--- src/rtl/alu_rr_sequencer.sv ---
// Round-robin sequencer that shares one external combinational ALU between two requesters.
// Optional per-requester carry chaining is enabled by defining ALU_RR_CARRY_CHAIN_EN.
module alu_rr_sequencer #(
  parameter int W_SIZE = 8
) (
  input  logic              clk,
  input  logic              rst_n,
  input  logic              req0_valid,
  output logic              req0_ready,
  input  logic [2:0]        req0_op,
  input  logic [W_SIZE-1:0] req0_a,
  input  logic [W_SIZE-1:0] req0_b,
  input  logic              req0_use_c,
  input  logic              req1_valid,
  output logic              req1_ready,
  input  logic [2:0]        req1_op,
  input  logic [W_SIZE-1:0] req1_a,
  input  logic [W_SIZE-1:0] req1_b,
  input  logic              req1_use_c,
  output logic [W_SIZE-1:0] alu_a,
  output logic [W_SIZE-1:0] alu_b,
  output logic [2:0]        alu_s,
  output logic              alu_cin,
  input  logic [W_SIZE-1:0] alu_res,
  input  logic              alu_of,
  input  logic              alu_zero,
  output logic              rsp_valid,
  input  logic              rsp_ready,
  output logic              rsp_id,
  output logic [W_SIZE-1:0] rsp_result,
  output logic              rsp_of,
  output logic              rsp_zero,
  output logic              busy
);

  // Handshakes: a transfer occurs on a rising clk edge where valid and ready are both high.
  // reqN_ready is only raised in IDLE for the granted requester; rsp_* stay stable while rsp_valid waits for rsp_ready.
  typedef enum logic [1:0] {IDLE, EXEC, CAPT, RESP} state_t;

  state_t              state_q, state_d;
  logic                ptr_q;
  logic                gnt_id_q;
  logic                grant_any, grant_id;
  logic [2:0]          sel_op;
  logic [W_SIZE-1:0]   sel_a, sel_b;
  logic                sel_use_c, sel_cin;

  always_comb begin
    grant_any = 1'b0;
    grant_id  = 1'b0;
    if (state_q == IDLE) begin
      grant_any = req0_valid | req1_valid;
      grant_id  = (req0_valid & req1_valid) ? ptr_q : req1_valid;
    end
  end

  assign req0_ready = grant_any & ~grant_id;
  assign req1_ready = grant_any & grant_id;

  always_comb begin
    sel_op    = grant_id ? req1_op    : req0_op;
    sel_a     = grant_id ? req1_a     : req0_a;
    sel_b     = grant_id ? req1_b     : req0_b;
    sel_use_c = grant_id ? req1_use_c : req0_use_c;
  end

`ifdef ALU_RR_CARRY_CHAIN_EN
  logic [1:0] carry_q;

  assign sel_cin = (sel_op == 3'b000) & sel_use_c & carry_q[grant_id];

  // Only add/sub produce a meaningful carry, so only they update the chain.
  always_ff @(posedge clk or negedge rst_n) begin
    if (!rst_n) begin
      carry_q <= '0;
    end else if (state_q == CAPT && (alu_s == 3'b000 || alu_s == 3'b001)) begin
      carry_q[gnt_id_q] <= alu_of;
    end
  end
`else
  logic unused_use_c;
  assign unused_use_c = sel_use_c;
  assign sel_cin      = 1'b0;
`endif

  always_comb begin
    state_d = state_q;
    case (state_q)
      IDLE: if (grant_any) state_d = EXEC;
      EXEC: state_d = CAPT;
      CAPT: state_d = RESP;
      RESP: if (rsp_ready) state_d = IDLE;
      default: state_d = IDLE;
    endcase
  end

  always_ff @(posedge clk or negedge rst_n) begin
    if (!rst_n) begin
      state_q <= IDLE;
    end else begin
      state_q <= state_d;
    end
  end

  always_ff @(posedge clk or negedge rst_n) begin
    if (!rst_n) begin
      ptr_q      <= 1'b0;
      gnt_id_q   <= 1'b0;
      alu_a      <= '0;
      alu_b      <= '0;
      alu_s      <= '0;
      alu_cin    <= 1'b0;
      rsp_id     <= 1'b0;
      rsp_result <= '0;
      rsp_of     <= 1'b0;
      rsp_zero   <= 1'b0;
    end else begin
      if (grant_any) begin
        alu_a    <= sel_a;
        alu_b    <= sel_b;
        alu_s    <= sel_op;
        alu_cin  <= sel_cin;
        gnt_id_q <= grant_id;
        ptr_q    <= ~grant_id;
      end
      if (state_q == CAPT) begin
        rsp_result <= alu_res;
        rsp_of     <= alu_of;
        rsp_zero   <= alu_zero;
        rsp_id     <= gnt_id_q;
      end
    end
  end

  assign rsp_valid = (state_q == RESP);
  assign busy      = (state_q != IDLE);

endmodule

--- config.mk ---
export PLATFORM = sky130hd
export DESIGN_NAME = alu_rr_sequencer
export DESIGN_NICKNAME = d
export VERILOG_FILES = /design/src/rtl/alu_rr_sequencer.sv
export SDC_FILE = /design/constraint.sdc
export NUM_CORES = 1
export LEC_CHECK = 0
export CAP_MARGIN = 30
export CORE_MARGIN = 1.5
export CORE_UTILIZATION = 35
export CTS_CLUSTER_DIAMETER = 50
export DETAILED_ROUTE_END_ITERATION = 12
export PLACE_DENSITY_LB_ADDON = 0.2
export SETUP_SLACK_MARGIN = 0.02
export SYNTH_ARGS = -nofsm -noshare
export SYNTH_HDL_FRONTEND = slang
export SYNTH_SLANG_ARGS = --single-unit
--- constraint.sdc ---
create_clock -name clk -period 1.4 [get_ports clk]
set_input_delay 0.28 -clock clk [delete_from_list [all_inputs] [get_ports clk]]
set_output_delay 0.28 -clock clk [all_outputs]
set_load 0.03 [all_outputs]
# Yosys cells after proc, flatten, opt, wreduce, memory -nomap -nowiden

Index checks and enable logic that the tools add are counted.

Memory bits (writable): 0
Input bits: 55
Memories: 0
Bits in registers: 34
Output and inout bits: 35
Bits in latches: 0
Bits in read-only memories: 0
Word-level logic and storage cells: 32

Mux-type cells: 9
Bitwise logic cells: 5
Div/mod/pow operators: 0
Eq/ne operators: 5
Shifts and indexed selects: 0
Add/sub/neg operators: 0
Order comparisons: 0
Reduce and logical (&&, ||, !) cells: 3
Multiply operators: 0

Operator list:

| cell               | number |
|---|---|
| $mux 8             | 2 |
| $pmux 2 s4         | 1 |
| $eq 2x2->1 const B | 2 |
| $mux 2             | 2 |
| $and 1x1->1        | 3 |
| $mux 1             | 3 |
| $mux 3             | 1 |
| $eq 2x1->1 const B | 1 |
| $logic_not 2->1    | 1 |
| $ne 2x1->1 const B | 1 |
| $ne 2x2->1 const B | 1 |
| $reduce_and 2->1   | 1 |
| $reduce_bool 2->1  | 1 |
| $not 1->1          | 1 |
| $or 1x1->1         | 1 |

# Longest topological paths before layout

Depth in word-level cells: 5
Mapped depth: 7

# Least setup slack after synthesis

No wires, ideal clock.

Kind: register to output
Start point: reg state_q[0]
End point: out req0_ready
Path slack: -0.401 ns
Cell stages (with the launch flop): 8
Arrival time: 1.521 ns
Path through: dfrtp_1 inv_1 ha_1 buf_2 nand2_1 buf_2 nor2_2 nor2_1

Longest elaborated chain between the ends: 4
Elaborated cells between the ends (all ways): 5
Classes of those cells: 2 x mux; 2 x bitwise; 1 x reduce/logical

RTL lines:

| item                     | RTL line | RTL |
|---|---|---|
| start: declaration       | 40       | `state_t state_q, state_d;` |
| start signal: assignment | 101      | `state_q <= state_d;` |
| $logic_not 2->1 (*)      | 51       | `if (state_q == IDLE) begin` |
| $mux 1                   | 51       |  |
| $not 1->1                | 57       | `assign req0_ready = grant_any & ~grant_id;` |
| $and 1x1->1 (*)          | 57       |  |
| end: declaration         | 9        | `output logic req0_ready,` |

Mark *: on every way between the ends. The rest lies on a longest branch, timed or not.

# Worst setup path in the final report

Same ends and word-level chain as after synthesis.

==> out/metrics.yaml <==
timing:
  setup_viol: 24
  min_period_over_period: 1.15
  final.setup.tns_ns: -4.31
  period_minus_slack_ns: 1.62
  rsz0062_at_grt: "yes"
  final_max_slew_viol_count: 0
  fin_ws_ns: -0.217
  max_freq_mhz: 618
  finClkSkew_ns: 0.00525
  final-hold-violation-count: 0
  holdWs_ns: 0.458
drt:
  drtAntennaViolNets: 0
  route.final.wire_length_um: 4920
  drt-vias-per-instance: 5.34
  wl_per_cell_um: 15.5
  vias: 1693
  drtIter0Drc: 81
  drc_errors: 0
  drt_first_pass_iters: 6
power:
  pwr-share-clk: 0.109
  seqPwrFrac: 0.258
  p_sw_mw: 2.89
  peakVddDrop_v: 0.00120
  p_leak_nw: 1.21
  p_sw_frac: 0.434
  comb_power_share: 0.633
  p_int_mw: 3.77
  power_per_cell_area_mw_per_mm2: 2260
cts:
  clk_pin_slew_worst_paths_ns: 0.07
  root_buffer: "clkbuf_8"
  clk_latency_ns: 0.28
  cts.path.max_buffers: 2
  cts_tree: "built"
  cts_made_buffers: 5
  h-tree-depth: 2
  clock-sinks: 34
die:
  initial_core_util: 0.373
  ios: 90
  rows: 24
  die_h_um: 72.1
  die_w_um: 72.1
  core_area_sq_mm: 0.00447
  dieArea_sq_mm: 0.00519
yosys:
  synthArstFlopShare: 1.00
  ys_types: 24
  netlist_area_sq_mm: 0.00167
  synth_area_per_cell_sq_um: 10.4
  ys.flop_type: "dfrtp_1"
  syn-num-nets: 219
  synth_cells: 161
  synth_sequential_area_ratio: 0.510
  yosysWarnings: 0
  synth_edf_count: 0
  ys_ff_latch: 34
worst_setup_path:
  crit_fanout: 3
  critPathKind: "flip-flop to output pin"
  cp.arrival_ns: 1.34
  crit_path_end_kind: "output pin"
  cp.required_ns: 1.12
  reg2regPathDepth: 9
  cp-start-kind: "flip-flop"
placement:
  io_buffers: 86
  place_inst: 300
  globalplace.congestion: 0.755
  dp_worst_setup_slack_ns: -0.250
  dp_hpwl_um: 3270
run_status:
  status: "finished, violations left"
  violations: "setup timing"
cells_and_area:
  finalNonFillerCells: 317
  syn2layout_area_growth_pct: 76.5
  diodes: 0
  final_cell_mix: "51 x clkdlybuf4s50_1, 34 x dfrtp_1, 29 x dlygate4sd2_1"
  final_common_cell: "clkdlybuf4s50_1"
  nets: 322
  drive_above_1_share: 0.245
global_routing:
  grt-ovfl-total: 0
  grt_max_degree: 40
  grt_pass1_wl_um: 7400
  grtUsageTotal: 0.182
  grt_pass1_vias: 1643
  antenna_found_initial: 0
run:
  maxCapViolations: 0
min_path:
  hp-class: "input port to async pin"
## worst paths after layout
check                      slack [ns]             to  startpoint
max in group asynchronous        0.50  rsp_result[5]       rst_n
min in group clk                 0.48       gnt_id_q    gnt_id_q
hold reg to reg                  0.48       gnt_id_q    gnt_id_q
setup reg to reg                -0.21       alu_a[1]  state_q[0]
setup / recovery                -0.22     req0_ready  state_q[0]
hold / removal                   0.46       alu_b[4]       rst_n
## cells by family (layout without fill, tap and decap cells)
group	count (synthesis)	in the layout	synth area share
buffers and inverters	22	126	0.0697
and+or+nand+nor	27	27	0.0660
other	1	1	0.00225
muxes	12	12	0.0810
adders and majority gates	3	3	0.0225
AOI/OAI and AO/OA	62	62	0.249
DFF	34	34	0.510
## sequential cells by signal (all words and copies together) (netlist names)
signal and flops:
rsp_id 1, rsp_result 8, rsp_of 1, ptr_q 1, alu_a 8, rsp_zero 1, alu_s 3, alu_b 8
gnt_id_q 1, state_q 2
## critical path, cell delays in order (launching register included)
cell     delay (ns)
dfrtp_1        0.39
inv_2          0.08
ha_4           0.13
buf_6          0.11
nand2_4        0.05
nor2_4         0.13
nor2_4         0.04
buf_6          0.13
## metrics by stage
stage                     utilization  instance area (sq um)  power, mW
after detailed placement        0.600                   2680       5.70
after global placement          0.600                   2680       5.66
after CTS                       0.635                   2840       6.38
after global routing            0.659                   2950       7.07
final                           0.659                   2950       6.66
after floorplan                     -                   1700       4.10
## synthesized netlist by cell type, types with 2 or more instances
master	instances	area, sq um
dfrtp_1	34	851
nor2_1	23	86.3
a31oi_1	19	119
o2111ai_1	19	166
mux2_2	12	135
o21ai_0	12	60.1
buf_2	11	55.1
o21ai_1	8	40.0
buf_4	3	22.5
ha_1	3	37.5
inv_1	3	11.3
clkbuf_1	2	7.51
## routing by layer
layer / up-vias / track usage / wire (um)
met4: 0 / 0.0440 / 48
met3: 6 / 0.0681 / 368
met1: 798 / 0.226 / 2150
li1: 811 / - / -
met2: 78 / 0.301 / 2350
met5: - / 0 / 0
## layout make-up
class,instances,area [sq um]
multi-input cells,105,790
inverters,4,15.0
clock buffers,7,86.3
flip-flops and latches,34,851
clock inverters,1,5.00
well taps,52,65.1
repair buffers,114,1130
fillers,392,1530
## repair_timing
action / in CTS / in global routing
pin swaps: 4 / 5
gates cloned: 0 / 3
buffers inserted: 5 / 1
hold buffers: 1 / 0
setup endpoints to repair: 55 / 38
resized for setup: 48 / 12
endpoints found under the hold margin: 15 / 0
## power by group through the flow
| stage | Sequential, mW | Combinational (mW) | Clock (mW) |
|---|---|---|---|
| final | 1.72 | 4.21 | 0.729 |
| after global routing | 1.79 | 4.49 | 0.796 |
| after CTS | 1.72 | 3.90 | 0.757 |
| after detailed placement | 1.75 | 3.95 | 0 |
| after global placement | 1.73 | 3.93 | 0 |
| after floorplan | 2.61 | 1.48 | 0 |
Power figures use the tool's default switching activity.
